--- src/rtl/reg_bank.sv ---
// 32 x 32-bit register file: two combinational read ports, one synchronous write port.
// Optional same-cycle write-to-read forwarding is enabled by defining REG_BANK_BYPASS_EN.
module reg_bank #(
  parameter int unsigned SP_INDEX = 29,
  parameter logic [31:0] SP_RESET = 32'd227
) (
  input  logic        clk,
  input  logic        reset,
  input  logic        reg_write,
  input  logic [4:0]  write_reg,
  input  logic [31:0] write_data,
  input  logic [4:0]  read_reg1,
  input  logic [4:0]  read_reg2,
  output logic [31:0] read_data1,
  output logic [31:0] read_data2
);

  localparam logic [4:0] SP_IDX = 5'(SP_INDEX);

  logic [31:0] regs_q [32];
  logic [31:0] regs_d [32];
  logic        wr_en;

  // Gating on reg_write first keeps an undriven write_reg from selecting a row.
  always_comb begin
    wr_en = 1'b0;
    if (reg_write) begin
      wr_en = (write_reg != 5'd0);
    end
  end

  always_comb begin
    regs_d = regs_q;
    if (wr_en) begin
      regs_d[write_reg] = write_data;
    end
  end

  always_ff @(posedge clk or posedge reset) begin
    if (reset) begin
      regs_q         <= '{default: '0};
      regs_q[SP_IDX] <= SP_RESET;
    end else begin
      regs_q <= regs_d;
    end
  end

  always_comb begin
    read_data1 = '0;
    if (read_reg1 != 5'd0) begin
      read_data1 = regs_q[read_reg1];
`ifdef REG_BANK_BYPASS_EN
      if (!reset && wr_en && (read_reg1 == write_reg)) begin
        read_data1 = write_data;
      end
`endif
    end
  end

  always_comb begin
    read_data2 = '0;
    if (read_reg2 != 5'd0) begin
      read_data2 = regs_q[read_reg2];
`ifdef REG_BANK_BYPASS_EN
      if (!reset && wr_en && (read_reg2 == write_reg)) begin
        read_data2 = write_data;
      end
`endif
    end
  end

endmodule

--- config.mk ---
export PLATFORM = sky130hd
export DESIGN_NAME = reg_bank
export DESIGN_NICKNAME = d
export VERILOG_FILES = /design/src/rtl/reg_bank.sv
export SDC_FILE = /design/constraint.sdc
export NUM_CORES = 2
export LEC_CHECK = 0
export BUFFER_PORTS_ARGS = -buffer_cell sky130_fd_sc_hd__buf_2
export CORE_AREA = 2 2 431 433
export CTS_BUF_LIST = sky130_fd_sc_hd__clkbuf_8
export CTS_CLUSTER_DIAMETER = 120
export CTS_CLUSTER_SIZE = 30
export DETAILED_ROUTE_END_ITERATION = 7
export DIE_AREA = 0 0 433 435
export GPL_TIMING_DRIVEN = 1
export RECOVER_POWER = 100
export SYNTH_ARGS = -nofsm -noshare
export SYNTH_HDL_FRONTEND = slang
export SYNTH_SLANG_ARGS = --single-unit
--- constraint.sdc ---
create_clock -name clk -period 32.6 [get_ports clk]
set_input_delay 0 -clock clk [delete_from_list [all_inputs] [get_ports clk]]
set_output_delay 0 -clock clk [all_outputs]
set_load 0.02 [all_outputs]
== Word level (Yosys, flattened, before mapping) ==
Cells that the tools add are included.

* Output and inout bits: 64
* Input bits: 50
* Word-level logic and storage cells: 55
* Register bits after elaboration: 1024

* Mux-type cells: 12
* $lt $le $gt $ge: 4
* Reductions and logical operators: 4
* Bitwise operators: 3

{| class="wikitable"
|+ Operators by type and width
! kind !! count
|-
| $bwmux 1024 || 1
|-
| $bmux 32 s5 || 2
|-
| $mux 32 || 7
|-
| $demux 32 s5 || 1
|-
| $ge 6x6->1 const B || 3
|-
| $not 5->6 || 3
|-
| $reduce_bool 5->1 || 3
|-
| $lt 6x1->1 const B || 1
|-
| $logic_and 1x1->1 || 1
|-
| $mux 1 || 1
|}

== Logic depth before layout (Yosys ltp) ==
* Depth in word-level cells: 6
* Gate-level depth with buffers: 7
* Depth with buffers taken out: 4

== Least setup slack after synthesis ==
No wires, ideal clock.

* Path type: input -> output
* From: input port read_reg1[0]
* To: output port read_data1[15]
* Data required time: 32.600 ns
* Data arrival time: 1.582 ns
* Buffers on the path: 3
* Path slack: 31.018 ns
* Cell stages on the path: 7
* Path through: buf_4 > buf_12 > and2b_4 > buf_6 > a221oi_1 > o21ai_0 > a311oi_1

* Longest elaborated chain between the ends: 5
* Elaborated cells between the ends (all ways): 6
* Classes of those cells: mux (4); bitwise (1); reduce/logical (1)

{| class="wikitable"
|+ Ends and longest elaborated chain
! element !! line !! text
|-
| start: declaration || 12 || <nowiki>input logic [4:0] read_reg1,</nowiki>
|-
| $not 5->6 (not written as such) || 51 || <nowiki>read_data1 = regs_q[read_reg1];</nowiki>
|-
| $bmux 32 s5 || 51 ||
|-
| $mux 32 (not written as such) (2 in a row) || 51 ||
|-
| $mux 32 (*) || 50 || <nowiki>if (read_reg1 != 5'd0) begin</nowiki>
|-
| end: declaration || 14 || <nowiki>output logic [31:0] read_data1,</nowiki>
|}

Mark *: on every way between the ends. The rest lies on a longest branch, timed or not. The select of a mux whose other input is x is not followed.

==> out/metrics.cfg <==
[worst_hold_path]
hold_depth=3
hold_path.class=primary input to flop

[synthesis]
synth_ff_type=dfrtp_1
async_flop_share=1.00
ys_top_cells_by_count=dfrtp_1 (1,019), mux2_2 (1,013), mux4_2 (448), clkbuf_1 (180), mux2i_1 (128)
synth_fp_nets=3664
syn-instance-count=3614
yosys.area_share.simple=0.0164
ys_ff_latch=1024
ys_seq_area_frac=0.467
ys_types=42
synth_top_cell_by_area=dfrtp_1
synth_area_leaders=dfrtp_1 (46%), mux2_2 (21%), mux4_2 (18%), mux2i_1 (2.3%), buf_6 (1.3%)
syn_area_per_cell_um2=15.2
ys.warnings.count=0
netlist_area_mm2=0.0549
synth_top_family_by_area=multiplexers
muxShareOfSynthArea=0.423
netlist.area_leader.share=0.464
synth-compound-area-share=0.0483
synth-edff-count=0
synthAdderAreaFrac=0
synth_xor_xnor_area_share=0
synth_most_common_cell=dfrtp_1

[critical_path]
crit_top_cell=clkbuf_1
worstPathArrival_ns=13.95
crit_path_end_kind=async pin
worstPathRequired_ns=32.75
reg2reg_depth=1
path_cells=dlygate4sd3_1 -> buf_2 -> dlygate4sd3_1 -> clkinvlp_2 -> clkbuf_1 -> clkbuf_1 -> clkbuf_1 -> clkbuf_1
critPathMaxStageDelay_ns=3.02
startpoint_type=primary input
critPathSlowestCell=clkinvlp_2
path_max_fanout=125
path_class=primary input to async pin

[global_route]
overflow=0
grt.total_usage=0.188
grt_max_degree=126
grt_pass1_vias=35000
antenna_found_initial=16
grt_pass1_wl_um=260000

[drt]
wl_per_cell_um=30.1
drc_errors=0
drt_iter0_drc=3362
drt-pass1-iter-count=5
wirelength_um=180000
ant_nets=0
vias=34000
viasPerCell=5.71

[sta]
fmaxAchievable_mhz=72.5
setup_tns_ns=0
worst_slew_pin_slew_ns=5.93
min_period_over_period=0.423
rsz0062_at_grt=false
drv_slew=2506
finalSetupViolCount=0
min_period_ns=13.80
maxSlewHeadroom=-2.95
finClkSkew_ns=0
finalHoldViolCount=0

[floorplanning]
dieWidth_um=433
rows=158
die_y_um=435
die_area_mm2=0.188
start_util=0.298
core_mm2=0.184
io_pins=114

[clocking]
ctsHtreeMaxLevel=2
cts_tree=done
clock-root-buffer=clkbuf_8
cts_made_buffers=40
cts.repair.resized=0
clk_latency_ns=0.77
cts.sinks=1024
clkTransAtPathRegs_ns=0.18
cts_buffer_depth=3

[placed_design]
dpl-instance-area_mm2=0.0571
dp.cells=5869
place_congestion=0.776
dp_hpwl_um=98400
portBuffers=113

[final_layout]
design_area_mm2=0.0577
area_growth_pct=5.05
regMostFlops=regs_q
largest_reg_flops=1024
top_regs=regs_q x1024
drive_gt1_frac=0.472
fill_cells=18200
fin_nets=3517
fin_cells=5963

[power]
power.internal_uw=2070
leakage_uw=0.0238
swShare=0.299
peakVddDrop_uv=31.4
p_clk_frac=0.176
powerDensity_mw_per_mm2=51.1
pwr-share-comb=0.253
p_switching_uw=882
seq_power_share=0.571

[status]
status=finished with violations
violations=max-capacitance violations, max-slew violations

[run]
cap_violations=60

==> final cells by class <==
type,count,area [µm²],share of cell area
Timing Repair Buffer,234,1380,0.0238
Multi-Input combinational cell,2164,26900,0.467
Clock buffer,41,564,0.00978
Inverter,3,20.0,0.000347
Antenna cell,2,5.00,0.0000867
Sequential cell,1024,25600,0.444
Tap cell,2480,3100,0.0538
Clock inverter,15,82.6,0.00143
==> final timing paths <==
check,from,endpoint,slack [ns]
worst min register to register,regs_q[1004],regs_q[1004],0.42
worst min-delay path,write_data[7],regs_q[71],0.41
worst max register to register,regs_q[569],regs_q[569],31.76
worst max-delay path,reset,regs_q[769],18.80
max in group clk,read_reg1[2],read_data1[24],20.87
min in group asynchronous,reset,regs_q[826],2.05
==> cell usage in the layout, fill, tap and decap left out, types with 2 or more instances in the layout <==
cell type,Yosys,final
nor2b_4,0,3
nor2b_1,66,64
o2111ai_1,18,18
o21ai_0,11,12
nor2_4,0,14
a22oi_1,64,64
nor2_1,14,9
dlygate4sd3_1,0,36
buf_8,1,3
mux2i_1,128,128
nor3b_1,4,4
mux2_1,43,43
a221oi_1,43,44
a221oi_2,3,2
mux4_2,448,448
nand2_2,0,5
clkbuf_1,180,98
nand3_1,2,2
dfstp_2,5,5
a311oi_1,64,64
buf_2,113,57
diode_2,0,2
inv_1,1,14
nand3b_1,4,4
clkbuf_8,0,41
dfrtp_1,1019,1019
a211oi_1,64,64
or2_2,1,2
nand2_1,52,47
nand2b_2,0,2
buf_4,63,38
mux2_2,1013,1013
o21ai_1,99,98
and2_2,0,2
==> layer usage <==
layer,vias up,routed length [µm],track usage
met4,2,6560,0.0606
met3,304,10900,0.0288
met1,18900,74600,0.251
met5,-,11,0
met2,1216,87500,0.312
li1,13600,-,-
==> stage by stage <==
step | setup slack [ns] | total power [µW] | utilization | hold slack (ns)
after floorplan | 3.79 | 2250 | - | 0.135
after global placement | 28.49 | 2420 | 0.310 | 0.252
after detailed placement | 28.47 | 2450 | 0.310 | 0.251
after CTS | 28.31 | 2960 | 0.316 | 0.0383
after global routing | 16.08 | 3090 | 0.314 | 0.405
final | 18.80 | 2950 | 0.314 | 0.406
==> worst max-delay path: cells and delay by family <==
family | cells | cell delay, ns
buffers and inverters | 8 | 13.67
==> power groups by stage <==
stage,clock network [µW],logic (µW),registers (µW)
6_report,519,747,1680
3_3_place_gp,0,734,1690
5_1_grt,576,802,1710
4_1_cts,536,753,1680
2_1_floorplan,0,599,1650
3_5_place_dp,0,747,1700
==> cells by family after synthesis <==
family / after synthesis
flops: 1024
compound gates: 366
simple gates: 166
mux: 1632
buf+inv: 426
==> what timing repair did <==
item / 4_1_cts / 5_1_grt
hold buffers: 36 / 0
setup endpoints to repair: 0 / 0
endpoints found under the hold margin: 1114 / 0
buffers inserted: 0 / 0
Power figures use the tool's default switching activity.
